### config.mk
export PLATFORM = sky130hd
export DESIGN_NAME = io_uart_tx
export DESIGN_NICKNAME = d
export VERILOG_FILES = /design/src/rtl/io_uart_tx.sv
export SDC_FILE = /design/constraint.sdc
export NUM_CORES = 1
export LEC_CHECK = 0
export ABC_CLOCK_PERIOD_IN_PS = 2800
export BUFFER_PORTS_ARGS = -buffer_cell sky130_fd_sc_hd__buf_2
export CAP_MARGIN = 20
export CELL_PAD_IN_SITES_DETAIL_PLACEMENT = 0
export CELL_PAD_IN_SITES_GLOBAL_PLACEMENT = 1
export CORE_ASPECT_RATIO = 0.9
export CORE_MARGIN = 10
export CORE_UTILIZATION = 46
export CTS_BUF_LIST = sky130_fd_sc_hd__clkbuf_4
export DETAILED_ROUTE_END_ITERATION = 12
export PLACE_DENSITY_LB_ADDON = 0.1
export SYNTH_ARGS = -nofsm -noshare
export SYNTH_HDL_FRONTEND = slang
export SYNTH_SLANG_ARGS = --single-unit
export TNS_END_PERCENT = 50
### constraint.sdc
create_clock -name clk -period 2.8 [get_ports clk]
set_clock_uncertainty 0.15 [all_clocks]
set_input_delay 0 -clock clk [delete_from_list [all_inputs] [get_ports clk]]
set_output_delay 0 -clock clk [all_outputs]
set_load 0.02 [all_outputs]
### src/rtl/io_uart_tx.sv
// io_uart_tx: memory-mapped 8N1 UART transmitter with a small TX FIFO.
//
// Ports
//   clk            system clock, all state on the rising edge
//   resetb         asynchronous active-low reset
//   io_addr[7:0]   IO byte address (only [7:2] decoded)
//   io_en          IO access valid this cycle
//   io_we          access is a write when io_en=1
//   io_data_write  write data
//   io_data_read   combinational read data (0 unless a read is in progress)
//   irq            TX-done interrupt (only with IO_UART_TX_IRQ_EN)
//   txd            serial line, idle high
//
// Register map (word addresses 0x00..0x0C)
//   0x00 TXDATA  W    push [7:0] into the FIFO
//   0x04 STATUS  R/W1C  [0] busy [1] full [2] empty [3] overflow [4+:CW] count
//   0x08 BAUDDIV R/W  [15:0] clocks per bit, values below 2 stored as 2
//   0x0C IRQCTL  R/W  [0] irq enable (only with IO_UART_TX_IRQ_EN)
//
// Build option: define IO_UART_TX_IRQ_EN to add IRQCTL and the irq output.
//
// state | meaning
// IDLE  | line high, waiting for a FIFO byte
// START | start bit (low) for one bit period
// DATA  | eight data bits, LSB first
// STOP  | stop bit (high), then next byte or IDLE

module io_uart_tx #(
   parameter int          FIFO_DEPTH     = 4,
   parameter int          FIFO_DEPTH_LOG = 2,
   parameter logic [15:0] BAUD_DIV_RESET = 16'd868
) (
   input  logic        clk,
   input  logic        resetb,
   input  logic [7:0]  io_addr,
   input  logic        io_en,
   input  logic        io_we,
   input  logic [31:0] io_data_write,
   output logic [31:0] io_data_read,
`ifdef IO_UART_TX_IRQ_EN
   output logic        irq,
`endif
   output logic        txd
);

   localparam int            CW        = FIFO_DEPTH_LOG + 1;
   localparam logic [CW-1:0] DEPTH_C   = CW'(FIFO_DEPTH);
   localparam logic [5:0]    A_TXDATA  = 6'h00;
   localparam logic [5:0]    A_STATUS  = 6'h01;
   localparam logic [5:0]    A_BAUDDIV = 6'h02;
   localparam logic [5:0]    A_IRQCTL  = 6'h03;

   typedef enum logic [1:0] {IDLE, START, DATA, STOP} state_t;

   state_t                    state, state_nxt;
   logic [7:0]                mem [FIFO_DEPTH];
   logic [FIFO_DEPTH_LOG-1:0] wr_ptr, rd_ptr;
   logic [CW-1:0]             count;
   logic                      ovf;
   logic [15:0]               baud_div, div_cnt;
   logic [2:0]                bit_idx;
   logic [7:0]                shift;
   logic                      full, empty, wr, push, push_ok, pop, tick;
   logic                      ovf_set, ovf_clr;
   logic [5:0]                sel;
   logic [31:0]               status;
   logic                      unused_bits;

   assign unused_bits = ^{io_addr[1:0], io_data_write[31:16]};

   assign sel     = io_addr[7:2];
   assign wr      = io_en && io_we;
   assign full    = (count == DEPTH_C);
   assign empty   = (count == '0);
   assign push    = wr && (sel == A_TXDATA);
   // A push into a full FIFO still lands when the transmitter pops the same edge.
   assign push_ok = push && (!full || pop);
   assign ovf_set = push && full && !pop;
   assign ovf_clr = wr && (sel == A_STATUS) && io_data_write[3];
   assign tick    = (div_cnt == 16'd0);

   always_comb begin
      state_nxt = state;
      pop       = 1'b0;
      case (state)
         IDLE:  if (!empty) begin
                   pop       = 1'b1;
                   state_nxt = START;
                end
         START: if (tick) state_nxt = DATA;
         DATA:  if (tick && bit_idx == 3'd7) state_nxt = STOP;
         STOP:  if (tick) begin
                   if (!empty) begin
                      pop       = 1'b1;
                      state_nxt = START;
                   end else begin
                      state_nxt = IDLE;
                   end
                end
         default: state_nxt = IDLE;
      endcase
   end

   always_comb begin
      txd = 1'b1;
      case (state)
         START:   txd = 1'b0;
         DATA:    txd = shift[0];
         default: txd = 1'b1;
      endcase
   end

   always_ff @(posedge clk) begin
      if (push_ok) mem[wr_ptr] <= io_data_write[7:0];
   end

   always_ff @(posedge clk or negedge resetb) begin
      if (!resetb) begin
         state    <= IDLE;
         wr_ptr   <= '0;
         rd_ptr   <= '0;
         count    <= '0;
         ovf      <= 1'b0;
         baud_div <= BAUD_DIV_RESET;
         div_cnt  <= '0;
         bit_idx  <= '0;
         shift    <= '0;
      end else begin
         state <= state_nxt;
         if (push_ok) wr_ptr <= wr_ptr + FIFO_DEPTH_LOG'(1);
         if (pop)     rd_ptr <= rd_ptr + FIFO_DEPTH_LOG'(1);
         case ({push_ok, pop})
            2'b10:   count <= count + CW'(1);
            2'b01:   count <= count - CW'(1);
            default: ;
         endcase
         if (ovf_set)      ovf <= 1'b1;
         else if (ovf_clr) ovf <= 1'b0;
         if (wr && sel == A_BAUDDIV)
            baud_div <= (io_data_write[15:0] < 16'd2) ? 16'd2 : io_data_write[15:0];
         // Divider reloads from baud_div only at bit boundaries, so a new
         // divisor never truncates the bit currently on the line.
         if (pop) begin
            shift   <= mem[rd_ptr];
            div_cnt <= baud_div - 16'd1;
            bit_idx <= '0;
         end else if (state_nxt == IDLE) begin
            div_cnt <= '0;
         end else if (tick) begin
            div_cnt <= baud_div - 16'd1;
            if (state == DATA) begin
               shift   <= shift >> 1;
               bit_idx <= bit_idx + 3'd1;
            end
         end else begin
            div_cnt <= div_cnt - 16'd1;
         end
      end
   end

`ifdef IO_UART_TX_IRQ_EN
   logic irq_ctl;

   always_ff @(posedge clk or negedge resetb) begin
      if (!resetb) begin
         irq_ctl <= 1'b0;
         irq     <= 1'b0;
      end else begin
         if (wr && sel == A_IRQCTL) irq_ctl <= io_data_write[0];
         irq <= irq_ctl && empty && (state == IDLE);
      end
   end
`endif

   always_comb begin
      status          = '0;
      status[0]       = (state != IDLE);
      status[1]       = full;
      status[2]       = empty;
      status[3]       = ovf;
      status[4 +: CW] = count;
   end

   always_comb begin
      io_data_read = '0;
      if (io_en && !io_we) begin
         case (sel)
            A_STATUS:  io_data_read = status;
            A_BAUDDIV: io_data_read = {16'd0, baud_div};
`ifdef IO_UART_TX_IRQ_EN
            A_IRQCTL:  io_data_read = {31'd0, irq_ctl};
`endif
            default:   io_data_read = '0;
         endcase
      end
   end

endmodule

==> results of run 1 <==
## through the flow
step | util | std cells | hold slack (ns) | setup TNS [ns] | area (um2)
after floorplan | - | 409 | -0.446 | 0 | 4580
after global routing | 0.553 | 609 | 0.0870 | -0.0212 | 5310
after CTS | 0.551 | 609 | 0.0611 | 0 | 5300
after detailed placement | 0.513 | 571 | 0.0296 | 0 | 4930
final | 0.553 | 609 | 0.0640 | 0 | 5310
after global placement | 0.513 | 571 | 0.0299 | 0 | 4930
## power by group through the flow
stage                     sequential [W]  clock (W)  combinational, W
after floorplan                  0.00170          0           0.00145
after global placement           0.00181          0           0.00183
after detailed placement         0.00182          0           0.00186
after CTS                        0.00179   0.000733           0.00189
after global routing             0.00183   0.000780           0.00217
final                            0.00179   0.000703           0.00192
## worst min-delay path by stage
stage,start,end,slack (ns)
3_5_place_dp,resetb,bit_idx[0],0.03
4_1_cts,io_addr[2],count[2],0.06
3_3_place_gp,resetb,bit_idx[2],0.03
2_1_floorplan,resetb,baud_div[0],-0.45
6_report,resetb,wr_ptr[0],0.06
5_1_grt,resetb,wr_ptr[0],0.09
## layout make-up
cell class / count / area [um2] / area share
repair buffers: 84 / 593 / 0.112
inverters: 12 / 45.0 / 0.00848
well taps: 126 / 158 / 0.0297
multi-input cells: 286 / 2080 / 0.391
clock buffers: 9 / 67.6 / 0.0127
flip-flops and latches: 85 / 2290 / 0.432
clock inverters: 7 / 78.8 / 0.0148
## kinds of logic (layout without fill, tap and decap cells)
group | count (synthesis) | after routing | share of synthesized area
and+or+nand+nor | 135 | 135 | 0.165
DFF | 85 | 85 | 0.507
AOI/OAI and AO/OA | 55 | 55 | 0.0730
buffers and inverters | 38 | 112 | 0.0509
xor gates and xnor gates | 34 | 34 | 0.0658
muxes | 32 | 32 | 0.0971
adders and majority gates | 14 | 14 | 0.0404
other | 1 | 16 | 0.000829
## placed cells by master (no fill, tap or decap), types with 13 or more instances in the layout
cell	count
a21oi_1	21
buf_2	42
buf_4	19
conb_1	16
dfrtp_1	48
dlygate4sd3_1	22
edfxtp_1	32
ha_1	13
mux2_2	15
nand2_1	25
nor2_1	32
nor3_1	23
xnor2_1	18
xor2_1	16
## sequential cells by signal (all words and copies together) (netlist names)
name,flops
mem,32
baud_div,16
div_cnt,16
shift,8
bit_idx,3
count,3
rd_ptr,2
state,2
wr_ptr,2
ovf,1
## per-layer routing
metal / share of wire / wire length [um]
met5: 0 / 0
met4: 0.0074 / 76
met3: 0.058 / 596
met2: 0.44 / 4540
met1: 0.49 / 5060
## critical path: cells and delay by family, from the launching register on
kind                   cells  cell delay [ns]
AOI/OAI and AO/OA          2             0.34
and+or+nand+nor            3             1.00
DFF                        1             0.45
buffers and inverters      1             0.23
muxes                      1             0.36
## timing repair
item                                    CTS  global route
resized for setup                         0             5
hold buffers                             22             0
endpoints found under the setup margin    0            12
endpoints found under the hold margin   103             0
==> results by group, run 1 <==
Outcome
  – Run status: finished clean

STA
  – RSZ-0062 raised after global routing: yes
  – Max Freq: 0.378 GHz
  – Slew Limit Fails: 0
  – Relative slew slack: 0.546
  – Final worst path period share: 0.944
  – Number of hold violations in the final report: 0
  – Final worst path period need: 2.64 ns
  – Final setup margin: 0.158 ns
  – Final setup vio count: 0
  – Worst Tran Pin Value: 0.681 ns

Critical path
  – Reg2Reg Depth: 7
  – Required time worst endpoint: 2.98 ns
  – R2R Path End: count[1]
  – Slowest cell on crit path: dfrtp_1
  – Critical Path Sink: count[1]
  – Worst Setup Start Kind: register
  – Critical path data arrival time: 2.82 ns
  – R2r startpoint: div_cnt[13]
  – Critical-path cell list: nor4_1 > and4_2 > a21oi_2 > nand2b_1 > buf_4 > a21oi_1 > mux2_2
  – CP Capture Type: register
  – Crit path launch: div_cnt[13]
  – CP max FO: 20
  – Slowest stage delay, CP: 0.45 ns
  – Setup CP Type: register to register
  – FF-to-FF setup slack: 0.16 ns

Placed design
  – Gp weighted congestion: 0.852
  – Post-DP HPWL: 7.43 mm
  – PortBufs: 42
  – DP Worst Slack: 0.125 ns

Global route
  – Pin count of the biggest net entering global routing: 54
  – Met3 Track Usage GR: 0.0431
  – Initial antenna violation count: 0
  – Routing usage on met1: 0.207
  – First-pass GRT wire length: 17.0 mm
  – GRT Util Overall: 0.146
  – Gr ovfl total: 0
  – GR peak layer: met2
  – GR met2 Demand/Resource: 0.217
  – Vias in the first global route: 3222

Logic synthesis
  – Top post-synthesis cells by area: dfrtp_1 (27%), edfxtp_1 (21%), mux4_2 (4.0%)
  – Ys async rst share: 0.624
  – Most frequent cells after synthesis: dfrtp_1 (48), nor2_1 (33), edfxtp_1 (32)
  – YS warnings: 0
  – Ys flop type: dfrtp_1
  – Top-count cell post-synth: dfrtp_1
  – Sequential-to-total area share from yosys stat: 0.507
  – Gate Count Post-Synth: 394
  – Syn Area/Cell: 11.5 um2
  – Post-synth EDFFs: 32
  – Yosys top cell area share: 0.266
  – Post-synth top area cell: dfrtp_1
  – Synth unique cells: 50
  – Syn Std Cell Area: 4520 um2
  – FF+latch count, synth: 85

Die
  – Rows: 34
  – Total core area: 9610 um2
  – Initial Utilization: 0.470
  – I/O pins: 77
  – Die area: 14200 um2
  – Die X: 125 um
  – Die height: 114 um

Worst hold path
  – Hold Crit Class: primary input to async pin

CTS
  – Clock slew at reported path FFs: 0.17 ns
  – Clock sinks: 85
  – CTS tree: built
  – H-tree lvl count: 3
  – Root Driver: clkbuf_4
  – CTS Buffer Depth: 2
  – Post-CTS setup buffer count: 0
  – CTS buffer count: 9
  – Clk_lat worst skew: 0.43 ns

Power and ir drop
  – Max VDD drop: 332 uV
  – Net Switching: 0.00181 W
  – Power Density: 829 nW/um2
  – Pint: 0.00260 W
  – Switching Share: 0.410
  – Comb pwr share: 0.435
  – Clock power frac: 0.159
  – Reg power frac: 0.406
  – Leakage: 2.30 nW
  – Overall power: 0.00441 W

Detailed routing
  – Routed WL: 10.3 mm
  – DRC viols: 0
  – DRT antenna net count: 0
  – Drt via density: 5.14
  – WL per Instance: 16.9 um
  – 1st-iter DRT viols: 187
  – Length of the first detailed-routing pass in iterations: 6
  – Via count: 3133

Cells and area
  – Filler Cells Inserted: 883
  – Synth-to-Final Area Change: 17.5%
  – Nets: 536
  – Share of cells above drive strength 1: 0.261
  – # diodes: 0

Run
  – # Max-Cap Violations: 0
(Power assumes the default switching activity.)
==> inputs of run 2 (changes only) <==
--- a/config.mk
+++ b/config.mk
@@ -5,7 +5,6 @@
 export SDC_FILE = /design/constraint.sdc
 export NUM_CORES = 1
 export LEC_CHECK = 0
-export ABC_CLOCK_PERIOD_IN_PS = 2800
 export BUFFER_PORTS_ARGS = -buffer_cell sky130_fd_sc_hd__buf_2
 export CAP_MARGIN = 20
 export CELL_PAD_IN_SITES_DETAIL_PLACEMENT = 0
==> constraint.sdc (replaced) <==
create_clock -name clk -period 2.8 [get_ports clk]
set_clock_uncertainty 0.15 [all_clocks]
set_input_delay 0.28 -clock clk [delete_from_list [all_inputs] [get_ports clk]]
set_output_delay 0.28 -clock clk [all_outputs]
set_load 0.02 [all_outputs]
==> results by group, run 2 (synthesized netlist as in run 1, its figures left out) <==
Cells and area
  – Number of flip-flops in the largest register: 32 (unchanged)
  – Share of cells above drive strength 1: 0.269 (was 0.261)
  – Biggest regs: mem: 32 flops, baud_div: 16 flops, div_cnt: 16 flops (unchanged)
  – Most frequent cells in the layout: dfrtp_1 (48), buf_2 (42), nor2_1 (32), edfxtp_1 (32), nand2_1 (25) (unchanged)
  – Commonest non-fill, non-tap cell in the layout: dfrtp_1 (unchanged)
  – Top reg by flops: mem (unchanged)
  – Nets: 533 (was 536)
  – Post-route insts no fill: 607 (was 609)
  – Filler Cells Inserted: 864 (was 883)
  – Synth-to-Final Area Change: 17.2% (was 17.5%)

Die
  – Initial Utilization: 0.470 (unchanged)
  – Die X: 125 um (unchanged)
  – Die area: 14200 um2 (unchanged)
  – Die height: 114 um (unchanged)
  – Rows: 34 (unchanged)
  – I/O pins: 77 (unchanged)
  – Total core area: 9610 um2 (unchanged)

Global route
  – Pin count of the biggest net entering global routing: 54 (unchanged)
  – Vias in the first global route: 3317 (was 3222)
  – Gr ovfl total: 0 (unchanged)
  – First-pass GRT wire length: 17.3 mm (was 17.0 mm)
  – Initial antenna violation count: 1 (was 0)
  – GRT Util Overall: 0.149 (was 0.146)

Worst hold path
  – Hold Crit Class: primary input to register (was primary input to async pin)

Critical path
  – Required time worst endpoint: 3.00 ns (was 2.98 ns)
  – Slowest stage delay, CP: 0.42 ns (was 0.45 ns)
  – CP max FO: 4 (was 20)
  – Critical-path cell list: inv_1 > ha_1 > nor3b_2 > and4_2 > a21oi_2 > nand2b_1 > nor2_2 > fa_1 > nor3_1 > a31oi_1 > xnor2_1 (was nor4_1 > and4_2 > a21oi_2 > nand2b_1 > buf_4 > a21oi_1 > mux2_2)
  – CP Capture Type: register (unchanged)
  – Setup CP Type: register to register (unchanged)
  – Worst Setup Start Kind: register (unchanged)
  – Slowest cell on crit path: dfrtp_1 (unchanged)
  – Critical path data arrival time: 2.83 ns (was 2.82 ns)

CTS
  – Clk_lat worst skew: 0.44 ns (was 0.43 ns)
  – H-tree lvl count: 3 (unchanged)
  – Root Driver: clkbuf_4 (unchanged)
  – CTS tree: built (unchanged)
  – CTS buffer count: 9 (unchanged)
  – Clock sinks: 85 (unchanged)
  – CTS Buffer Depth: 2 (unchanged)
  – Post-CTS setup buffer count: 0 (unchanged)
  – Clock slew at reported path FFs: 0.16 ns (was 0.17 ns)

STA
  – Max Freq: 0.380 GHz (was 0.378 GHz)
  – Worst Tran Pin Value: 0.699 ns (was 0.681 ns)
  – Relative slew slack: 0.534 (was 0.546)
  – Slew Limit Fails: 0 (unchanged)
  – Number of hold violations in the final report: 0 (unchanged)
  – Final setup vio count: 0 (unchanged)
  – Final worst path period need: 2.63 ns (was 2.64 ns)
  – RSZ-0062 raised after global routing: no (was yes)
  – Final TNS setup: 0 ns (unchanged)
  – Final worst path period share: 0.940 (was 0.944)

Power and ir drop
  – Reg power frac: 0.405 (was 0.406)
  – Max VDD drop: 337 uV (was 332 uV)
  – Pint: 0.00261 W (was 0.00260 W)
  – Clock power frac: 0.161 (was 0.159)
  – Power Density: 836 nW/um2 (was 829 nW/um2)
  – Switching Share: 0.412 (was 0.410)
  – Leakage: 2.30 nW (about the same)
  – Net Switching: 0.00183 W (was 0.00181 W)
  – Comb pwr share: 0.434 (was 0.435)

Detailed routing
  – Via count: 3190 (was 3133)
  – WL per Instance: 17.1 um (was 16.9 um)
  – DRC viols: 0 (unchanged)
  – 1st-iter DRT viols: 167 (was 187)
  – Length of the first detailed-routing pass in iterations: 4 (was 6)
  – Routed WL: 10.4 mm (was 10.3 mm)
  – Drt via density: 5.26 (was 5.14)
  – DRT antenna net count: 0 (unchanged)

Placed design
  – Post-DP HPWL: 7.41 mm (was 7.43 mm)
  – PortBufs: 42 (unchanged)
  – Gp weighted congestion: 0.850 (was 0.852)
  – Dpl cells: 571 (unchanged)

Outcome
  – Run status: finished clean (unchanged)

Run
  – # Max-Cap Violations: 0 (unchanged)
==> run 2: changes by cell type in the layout (fill, tap and decap cells not counted), sizes merged <==
cell | previous run | this run
diode | 0 | 1
clkinv | 2 | 3
clkinvlp | 2 | 1
dlygate4sd3 | 22 | 19
==> run 2: final timing paths <==
path / startpoint / end / slack [ns] / cells after the start
max in group asynchronous: resetb / baud_div[0] / 1.69 / 3
worst min-delay path: io_addr[3] / ovf / 0.15 / 5
worst min register to register: ovf / ovf / 0.37 / 2
worst max register to register: div_cnt[0] / count[2] / 0.17 / 11
worst max-delay path: div_cnt[0] / count[2] / 0.17 / 11
min in group asynchronous: resetb / bit_idx[1] / 0.32 / 3
==> run 2: timing repair <==
| action | in CTS | in global routing |
|---|---|---|
| endpoints found under the setup margin | 0 | 17 |
| hold buffers | 19 | 0 |
| gates resized for setup | 0 | 8 |
| hold endpoints to repair | 91 | 0 |
==> run 2: area by class of cell <==
class	count	area [um2]	area share
Antenna cell	1	2.50	0.000472
Clock buffer	9	67.6	0.0127
Clock inverter	7	80.1	0.0151
Inverter	12	45.0	0.00849
Multi-Input combinational cell	286	2090	0.395
Sequential cell	85	2290	0.433
Tap cell	126	158	0.0297
Timing Repair Buffer	81	563	0.106
==> run 2: worst max-delay path: cells and delay by family, from the launching register on <==
family	cells	cell delay [ns]
and+or+nand+nor	5	0.90
xor gates and xnor gates	1	0.13
buffers and inverters	1	0.06
adders and majority gates	2	0.60
DFF	1	0.42
AOI/OAI and AO/OA	2	0.27
==> run 2: power by group through the flow <==
stage	clock network (W)	registers, W	logic, W
2_1_floorplan	0	0.00170	0.00145
3_3_place_gp	0	0.00181	0.00182
3_5_place_dp	0	0.00182	0.00186
4_1_cts	0.000738	0.00180	0.00189
5_1_grt	0.000801	0.00184	0.00216
6_report	0.000713	0.00179	0.00193
==> run 2: metal layers <==
layer	GRT usage	vias up	wire, um
met5	0	-	0
met4	0.0434	0	55
met3	0.0412	6	623
met2	0.219	100	4560
met1	0.209	1531	5140
li1	-	1553	-
==> run 2: stage by stage <==
step	total power (W)	setup slack [ns]	cell area, um2	hold slack [ns]	util
after CTS	0.00443	0.0613	5270	0.112	0.548
after floorplan	0.00315	0.294	4580	-0.166	-
after global routing	0.00481	0.00431	5300	0.124	0.552
after global placement	0.00363	0.121	4930	0.309	0.513
after detailed placement	0.00368	0.107	4930	0.305	0.513
final	0.00443	0.168	5300	0.148	0.552
